==> src/rtl/mem_bus_arbiter.sv <==
// N-channel memory bus arbiter: round-robin or fixed-priority grant into a registered
// downstream request stage, with an in-order read-ID FIFO that routes read data back.
module mem_bus_arbiter #(
    parameter int NUM_CH          = 3,
    parameter int ADDR_W          = 16,
    parameter int DATA_W          = 8,
    parameter int MAX_OUTSTANDING = 4,
    parameter int ARB_MODE        = 0
) (
    input  logic                     clk_in,
    input  logic                     rst_in,
    input  logic [NUM_CH-1:0]        req_valid_in,
    output logic [NUM_CH-1:0]        req_ready_out,
    input  logic [NUM_CH-1:0]        req_we_in,
    input  logic [NUM_CH*ADDR_W-1:0] req_addr_in,
    input  logic [NUM_CH*DATA_W-1:0] req_wdata_in,
    output logic [NUM_CH-1:0]        rsp_valid_out,
    output logic [DATA_W-1:0]        rsp_data_out,
    output logic                     mem_valid_out,
    input  logic                     mem_ready_in,
    output logic                     mem_we_out,
    output logic [ADDR_W-1:0]        mem_addr_out,
    output logic [DATA_W-1:0]        mem_wdata_out,
    input  logic                     mem_rvalid_in,
    input  logic [DATA_W-1:0]        mem_rdata_in
);
    localparam int CH_W  = (NUM_CH > 1) ? $clog2(NUM_CH) : 1;
    localparam int PTR_W = $clog2(MAX_OUTSTANDING);
    localparam int CNT_W = PTR_W + 1;

    typedef enum logic {IDLE, HOLD} state_t;

    state_t              state_q, state_d;
    logic [CH_W-1:0]     ptr_q, ptr_d;
    logic                mem_valid_q, mem_valid_d;
    logic                mem_we_q, mem_we_d;
    logic [ADDR_W-1:0]   mem_addr_q, mem_addr_d;
    logic [DATA_W-1:0]   mem_wdata_q, mem_wdata_d;
    logic [CH_W-1:0]     mem_ch_q, mem_ch_d;

    logic [CH_W-1:0]     fifo_q [MAX_OUTSTANDING];
    logic [PTR_W-1:0]    wr_ptr_q, rd_ptr_q;
    logic [CNT_W-1:0]    cnt_q;
    logic [NUM_CH-1:0]   rsp_valid_q;
    logic [DATA_W-1:0]   rsp_data_q;

    logic                held_rd, rd_ok, found, grant, push, pop;
    logic [NUM_CH-1:0]   elig, win_oh, one_ch;
    logic [CH_W-1:0]     start, win;
    logic [CH_W:0]       idx;

    // A read parked in the output regs already owns a FIFO slot it will claim on acceptance.
    assign held_rd = mem_valid_q & ~mem_we_q;
    assign rd_ok   = (cnt_q + CNT_W'(held_rd)) < CNT_W'(MAX_OUTSTANDING);
    assign elig    = req_valid_in & (req_we_in | {NUM_CH{rd_ok}});
    assign start   = (ARB_MODE != 0) ? '0 : ptr_q;
    assign one_ch  = NUM_CH'(1);

    always_comb begin
        found = 1'b0;
        win   = '0;
        idx   = '0;
        for (int k = 0; k < NUM_CH; k++) begin
            idx = {1'b0, start} + (CH_W+1)'(k);
            if (idx >= (CH_W+1)'(NUM_CH)) idx = idx - (CH_W+1)'(NUM_CH);
            if (!found && elig[idx[CH_W-1:0]]) begin
                found = 1'b1;
                win   = idx[CH_W-1:0];
            end
        end
    end

    assign win_oh = one_ch << win;

    always_comb begin
        state_d = state_q;
        grant   = 1'b0;
        case (state_q)
            IDLE: begin
                grant = found;
                if (found) state_d = HOLD;
            end
            HOLD: begin
                if (mem_ready_in) begin
                    grant = found;
                    if (!found) state_d = IDLE;
                end
            end
            default: state_d = IDLE;
        endcase
    end

    always_comb begin
        ptr_d       = ptr_q;
        mem_valid_d = mem_valid_q;
        mem_we_d    = mem_we_q;
        mem_addr_d  = mem_addr_q;
        mem_wdata_d = mem_wdata_q;
        mem_ch_d    = mem_ch_q;
        if (grant) begin
            mem_valid_d = 1'b1;
            mem_we_d    = req_we_in[win];
            mem_addr_d  = req_addr_in[int'(win)*ADDR_W +: ADDR_W];
            mem_wdata_d = req_wdata_in[int'(win)*DATA_W +: DATA_W];
            mem_ch_d    = win;
            if (ARB_MODE == 0)
                ptr_d = (win == CH_W'(NUM_CH-1)) ? '0 : win + 1'b1;
        end else if (state_q == HOLD && mem_ready_in) begin
            mem_valid_d = 1'b0;
        end
    end

    always_ff @(posedge clk_in or negedge rst_in) begin
        if (!rst_in) begin
            state_q     <= IDLE;
            ptr_q       <= '0;
            mem_valid_q <= 1'b0;
            mem_we_q    <= 1'b0;
            mem_addr_q  <= '0;
            mem_wdata_q <= '0;
            mem_ch_q    <= '0;
        end else begin
            state_q     <= state_d;
            ptr_q       <= ptr_d;
            mem_valid_q <= mem_valid_d;
            mem_we_q    <= mem_we_d;
            mem_addr_q  <= mem_addr_d;
            mem_wdata_q <= mem_wdata_d;
            mem_ch_q    <= mem_ch_d;
        end
    end

    // Read data with no outstanding ID is dropped rather than popping an empty FIFO.
    assign push = mem_valid_q & mem_ready_in & ~mem_we_q;
    assign pop  = mem_rvalid_in & (cnt_q != '0);

    always_ff @(posedge clk_in or negedge rst_in) begin
        if (!rst_in) begin
            for (int i = 0; i < MAX_OUTSTANDING; i++) fifo_q[i] <= '0;
            wr_ptr_q    <= '0;
            rd_ptr_q    <= '0;
            cnt_q       <= '0;
            rsp_valid_q <= '0;
            rsp_data_q  <= '0;
        end else begin
            if (push) begin
                fifo_q[wr_ptr_q] <= mem_ch_q;
                wr_ptr_q         <= wr_ptr_q + 1'b1;
            end
            if (pop) begin
                rd_ptr_q   <= rd_ptr_q + 1'b1;
                rsp_data_q <= mem_rdata_in;
            end
            case ({push, pop})
                2'b10:   cnt_q <= cnt_q + 1'b1;
                2'b01:   cnt_q <= cnt_q - 1'b1;
                default: cnt_q <= cnt_q;
            endcase
            rsp_valid_q <= pop ? (one_ch << fifo_q[rd_ptr_q]) : '0;
        end
    end

    assign req_ready_out = grant ? win_oh : '0;
    assign mem_valid_out = mem_valid_q;
    assign mem_we_out    = mem_we_q;
    assign mem_addr_out  = mem_addr_q;
    assign mem_wdata_out = mem_wdata_q;
    assign rsp_valid_out = rsp_valid_q;
    assign rsp_data_out  = rsp_data_q;

endmodule

==> config.mk <==
export PLATFORM = sky130hd
export DESIGN_NAME = mem_bus_arbiter
export DESIGN_NICKNAME = d
export VERILOG_FILES = /design/src/rtl/mem_bus_arbiter.sv
export SDC_FILE = /design/constraint.sdc
export NUM_CORES = 1
export LEC_CHECK = 0
export BUFFER_PORTS_ARGS = -buffer_cell sky130_fd_sc_hd__buf_2
export CORE_UTILIZATION = 48
export CTS_CLUSTER_DIAMETER = 100
export DETAILED_ROUTE_END_ITERATION = 8
export GPL_ROUTABILITY_DRIVEN = 0
export PLACE_DENSITY_LB_ADDON = 0.15
export SYNTH_ARGS = -nofsm -noshare
export SYNTH_HDL_FRONTEND = slang
export SYNTH_SLANG_ARGS = --single-unit
==> constraint.sdc <==
create_clock -name clk_in -period 3.93 [get_ports clk_in]
set_input_delay 0.5895 -clock clk_in [delete_from_list [all_inputs] [get_ports clk_in]]
set_output_delay 0.5895 -clock clk_in [all_outputs]
set_load 0.02 [all_outputs]
==> results of run 1 <==
[final timing paths]
check	to	slack, ps	depth (start not counted)
setup reg to reg	mem_ch_q[1]$_DFFE_PN0P_	970	7
min in group clk_in	rsp_data_out[5]$_DFFE_PN0P_	460	3
hold reg to reg	rsp_data_out[5]$_DFFE_PN0P_	480	2
setup / recovery	req_ready_out[2]	380	7
max in group asynchronous	mem_wdata_out[4]$_DFFE_PN0P_	3060	2
hold / removal	rd_ptr_q[1]$_DFFE_PN0P_	410	2
[registers in the layout, indices dropped and copies added, names as in the netlist, 3 cells and up]
| name | count |
|---|---|
| rsp_data_out | 8 |
| rsp_valid_out | 3 |
| mem_wdata_out | 8 |
| fifo_q | 8 |
| cnt_q | 3 |
| mem_addr_out | 16 |
[routing by layer]
layer  global-route usage  wire [um]  vias to the layer above
met5                    0          0                        -
met4                0.111        150                        0
met3               0.0857        648                       16
met2                0.435       3960                      139
met1                0.312       3290                     1336
li1                     -          -                     1406
[kinds of logic after synthesis]
| kind of cell | share of synthesized area |
|---|---|
| simple gates | 0.147 |
| compound gates | 0.207 |
| flops | 0.462 |
| buf+inv | 0.0535 |
| mux | 0.0754 |
| fa+ha+maj | 0.0349 |
| xor+xnor | 0.0199 |
[worst reg2reg max path, stage by stage (launching register included)]
cell,delay [ps]
dfrtp_1,400
and4b_1,480
mux2i_4,390
nand3_1,140
a311o_1,380
or3_1,470
buf_4,290
mux2_2,300
[through the flow]
stage | instance area [um2] | hold slack, ps
2_1_floorplan | 3090 | 294
3_3_place_gp | 3800 | 452
3_5_place_dp | 3800 | 464
4_1_cts | 3990 | 420
5_1_grt | 3990 | 454
6_report | 3990 | 405
[layout make-up]
class,instances,area [um2]
Clock buffer,12,155
Fill cell,483,2070
Inverter,11,41.3
Clock inverter,3,40.0
Sequential cell,57,1430
Tap cell,75,93.8
Timing Repair Buffer,139,721
Multi-Input combinational cell,217,1520
[where the power goes]
part	internal, mW	leakage, nW	switching [mW]
clock network	0.322	0.102	0.217
logic	0.697	1.17	1.10
registers	0.864	0.702	0.167
[synthesized netlist by cell type (4+ instances only)]
library cell	count
nor2_1	11
clkbuf_1	19
o21ai_0	4
nand3_1	4
o22ai_1	25
nor3_1	26
dfrtp_1	57
mux2_2	10
ha_1	7
inv_1	11
nand2_1	37
xnor2_1	5
o31ai_1	51
==> flow_metrics.py, run 1 <==
metrics = {
    "run_status": {
        "status": "finished, final reports clean",
    },
    "die": {
        "io_pins": 130,
        "coreArea_um2": 6060,
        "dieWidth_um": 82.2,
        "die_area_um2": 6750,
        "fp-row-count": 28,
        "start_util": 0.509,
        "fp.dieH_um": 82.2,
    },
    "timing": {
        "clock.fmax_mhz": 282,
        "hold_viol_final": 0,
        "finClkSkew_ps": 4.73,
        "slew_violations": 0,
        "worst_pin_slew_ps": 908,
        "worst_slack_ps": 382,
        "rsz0062_at_grt": "false",
        "period_minus_slack_ps": 3550,
        "maxSlewHeadroom": 0.393,
        "setup_viol": 0,
        "setup_tns_ps": 0,
        "period_share": 0.903,
    },
    "logic_synthesis": {
        "synth_cells": 311,
        "synth_ff_type": "dfrtp_1",
        "synth_cell_types": 38,
        "syn_nets": 409,
        "synth_edf_count": 0,
        "ys_seq_area_frac": 0.462,
        "syn_area_um2": 3090,
        "ys_ff_latch": 57,
        "yosys.area.top_type": "dfrtp_1",
        "yosys.area.top_type_share": 0.462,
        "yosys_warnings": 0,
        "synth_area_leaders": "dfrtp_1, o31ai_1, o22ai_1",
        "synth.avg_cell_area_um2": 9.92,
        "ys_async_sr_fraction": 1.00,
    },
    "route": {
        "wl_mm": 8.05,
        "drt_iter0_markers": 140,
        "ant_nets": 0,
        "vias": 2897,
        "drc": 0,
        "routed_via_density": 5.64,
        "firstDrtPassIters": 4,
        "wire_per_inst_um": 15.7,
    },
    "clock_network": {
        "cts-root-buf": "clkbuf_8",
        "cts_max_level": 3,
        "clock_latency_ps": 330,
        "cts_tree": "yes",
        "clkTransAtPathRegs_ps": 60,
        "post_cts_buffers": 0,
        "ctsResizeCount": 0,
        "clkSinkCount": 57,
        "numCtsBuffers": 9,
        "cts_hold_buf": 0,
        "cts_max_path_buffers": 2,
    },
    "power_and_ir_drop": {
        "vdd.ir_drop.worst_v": 0.000482,
        "p_per_area_nw_per_um2": 844,
        "p_leak_nw": 1.98,
        "p_total_mw": 3.37,
    },
    "setup_path": {
        "end_kind": "output port",
        "path_buf_inv": 1,
        "path_cells": "and4b_1 -> mux2i_4 -> nand3_1 -> a311o_1 -> or3_1 -> nor2_1 -> buf_2",
        "startpoint": "mem_we_out$_DFFE_PN0P_",
        "critPathArrivalTime_ps": 2960,
        "crit_slowest_cell": "and4b_1",
        "critPathLaunchType": "register",
        "crit_type": "register to output port",
        "path_delay_family": "simple AND/OR/NAND/NOR gates",
        "r2r_start": "mem_we_out$_DFFE_PN0P_",
        "critPathMaxFanout": 9,
        "slowest_delay_ps": 480,
        "required_ps": 3340,
    },
    "grt": {
        "grt_pass1_wl_mm": 13.1,
        "antenna_found_initial": 0,
        "grt.total_usage": 0.262,
        "overflow": 0,
        "grt_pass1_vias": 2873,
        "grt_max_degree": 58,
    },
    "cells_and_area": {
        "diodes": 0,
        "finalNetCount": 533,
        "drive_above_1_share": 0.385,
        "mostFrequentLayoutCells": "buf_2, dfrtp_1, o31ai_1",
        "final_cells": 514,
        "area_growth_pct": 29.4,
        "layout_commonest_cell": "buf_2",
        "post-route-util": 0.659,
    },
    "place": {
        "port_buffers": 129,
        "hpwl_mm": 5.72,
        "dp_slack_ps": 743,
        "dpl.cell_count": 499,
    },
    "worst_hold_path": {
        "hold_class": "primary input to asynchronous set/reset pin",
    },
    "job": {
        "maxCapViolations": 0,
    },
}
(Power assumes the default switching activity.)
==> run 2, diff against run 1 <==
Settings changed: ABC_AREA set to 1, CORE_UTILIZATION 48 to 50, GPL_TIMING_DRIVEN set to 0.
==> flow_metrics.py, run 2 <==
metrics = {
    "place": {
        "port_buffers": 129,
        "dpl.cell_count": 645,
        "hpwl_mm": 6.24,
        "dp_slack_ps": 1160,
    },
    "setup_path": {
        "crit_slowest_cell": "dfrtp_1",
        "end_kind": "output port",
        "path_buf_inv": 5,
        "path_delay_family": "simple AND/OR/NAND/NOR gates",
        "cpMostUsedCell": "inv_1",
        "critPathLaunchType": "register",
        "path_cells": "inv_1 -> ha_1 -> inv_1 -> nand3_1 -> nand3_1 -> nand2_1 -> nand4_4 -> nand2_4 -> buf_4 -> nand2_1 -> inv_1 -> buf_2",
        "crit_type": "register to output port",
        "slowest_delay_ps": 390,
        "critPathArrivalTime_ps": 2530,
        "required_ps": 3340,
        "critPathMaxFanout": 10,
    },
    "power_and_ir_drop": {
        "internal_power_mw": 2.03,
        "swShare": 0.487,
        "p_total_mw": 3.95,
        "p_seq_frac": 0.259,
        "p_per_area_nw_per_um2": 915,
        "power_switching_mw": 1.92,
        "p_comb_frac": 0.622,
        "power_frac_clock": 0.119,
        "p_leak_nw": 2.44,
        "vdd.ir_drop.worst_v": 0.000430,
    },
    "cells_and_area": {
        "finalNetCount": 677,
        "drive_above_1_share": 0.325,
        "layout_commonest_cell": "buf_2",
        "final_cells": 659,
        "fillers": 566,
        "diodes": 0,
        "largest_reg_flops": 16,
        "mostFrequentLayoutCells": "buf_2, nand2_1, inv_1",
        "area_growth_pct": 26.6,
    },
    "die": {
        "fp-row-count": 29,
        "fp.dieH_um": 84.6,
        "coreArea_um2": 6460,
        "io_pins": 130,
        "start_util": 0.528,
        "dieWidth_um": 84.6,
        "die_area_um2": 7160,
    },
    "timing": {
        "slew_violations": 0,
        "setup_viol": 0,
        "clock.fmax_mhz": 321,
        "hold_viol_final": 0,
        "setup_tns_ps": 0,
        "finClkSkew_ps": 6.73,
        "period_share": 0.793,
        "worst_slack_ps": 812,
        "maxSlewHeadroom": 0.515,
        "period_minus_slack_ps": 3120,
        "rsz0062_at_grt": "false",
        "worst_pin_slew_ps": 728,
    },
    "logic_synthesis": {
        "synth_ff_type": "dfrtp_1",
        "yosysMostFrequentCell": "nand2_1",
        "yosys.area.top_type_share": 0.418,
        "synth_cells": 439,
        "syn_nets": 537,
        "ys_ff_latch": 57,
        "syn_area_um2": 3410,
        "ys_seq_area_frac": 0.418,
        "synth_edf_count": 0,
        "yosys_warnings": 0,
        "ys_async_sr_fraction": 1.00,
        "yosys-top-cells-count": "nand2_1, inv_1, nand3_1",
        "synth.avg_cell_area_um2": 7.77,
        "synth_area_leaders": "dfrtp_1, nand2_1, nand3_1",
        "synth_cell_types": 39,
        "yosys.area.top_type": "dfrtp_1",
    },
    "route": {
        "wire_per_inst_um": 12.9,
        "vias": 3358,
        "wl_mm": 8.50,
        "drt_iter0_markers": 167,
        "firstDrtPassIters": 6,
        "ant_nets": 0,
        "routed_via_density": 5.10,
        "drc": 0,
    },
    "clock_network": {
        "cts_max_path_buffers": 2,
        "ctsResizeCount": 0,
        "cts-root-buf": "clkbuf_8",
        "cts_max_level": 3,
        "post_cts_buffers": 0,
        "cts_hold_buf": 0,
        "cts_tree": "yes",
        "numCtsBuffers": 9,
        "clock_latency_ps": 330,
        "clkTransAtPathRegs_ps": 60,
        "clkSinkCount": 57,
    },
    "grt": {
        "grt_max_degree": 58,
        "overflow": 0,
        "grt.total_usage": 0.248,
        "grt_pass1_vias": 3219,
        "antenna_found_initial": 0,
        "grt_pass1_wl_mm": 14.1,
    },
    "job": {
        "maxCapViolations": 0,
    },
    "worst_hold_path": {
        "hold_class": "primary input to asynchronous set/reset pin",
    },
    "run_status": {
        "status": "finished, final reports clean",
    },
}
==> run 2: cells by family (layout without fill, tap and decap cells) <==
family                     Yosys count  after routing  synth area share
AOI/OAI and AO/OA                   75             75             0.131
xor gates and xnor gates             4              4            0.0103
adders and majority gates            8              8            0.0315
buffers and inverters               94            237             0.125
DFF                                 57             57             0.418
and+or+nand+nor                    201            201             0.284
==> run 2: power by group through the flow <==
| stage | combinational [mW] | sequential, mW | clock (mW) |
|---|---|---|---|
| 2_1_floorplan | 1.62 | 1.22 | 0 |
| 3_3_place_gp | 2.39 | 1.02 | 0 |
| 3_5_place_dp | 2.47 | 1.03 | 0 |
| 4_1_cts | 2.47 | 1.02 | 0.481 |
| 5_1_grt | 2.74 | 1.06 | 0.504 |
| 6_report | 2.46 | 1.02 | 0.472 |
==> run 2: layout make-up <==
cell class,count,area [um2],area share
Timing Repair Buffer,129,648,0.150
Buffer,17,134,0.0310
Clock buffer,14,163,0.0377
Sequential cell,57,1430,0.330
Inverter,77,293,0.0678
Multi-Input combinational cell,288,1560,0.361
Tap cell,77,96.3,0.0223
==> run 2: layer usage <==
metal | vias up | wire length (um) | global-route usage
met1 | 1561 | 3550 | 0.293
met3 | 13 | 483 | 0.0531
met4 | 0 | 140 | 0.0894
met2 | 108 | 4320 | 0.443
li1 | 1676 | - | -
met5 | - | 0 | 0
==> run 2: path summary, 6_finish.rpt <==
check	cells after the start	to	from	slack, ps
worst max-delay path	12	req_ready_out[1]	ptr_q[1]$_DFFE_PN0P_	810
worst min-delay path	1	rsp_data_out[7]$_DFFE_PN0P_	rst_in	320
worst max register to register	12	mem_addr_out[6]$_DFFE_PN0P_	ptr_q[1]$_DFFE_PN0P_	1730
worst min register to register	1	rd_ptr_q[1]$_DFFE_PN0P_	rd_ptr_q[1]$_DFFE_PN0P_	470
max in group asynchronous	1	mem_addr_out[15]$_DFFE_PN0P_	rst_in	3140
min in group clk_in	3	rsp_data_out[3]$_DFFE_PN0P_	mem_rdata_in[3]	450
==> run 2: metrics by stage <==
stage,util,hold WS [ps],instance area [um2]
6_report,0.669,318,4320
5_1_grt,0.669,369,4320
4_1_cts,0.668,446,4320
3_5_place_dp,0.643,461,4150
3_3_place_gp,0.643,457,4150
2_1_floorplan,-,294,3410
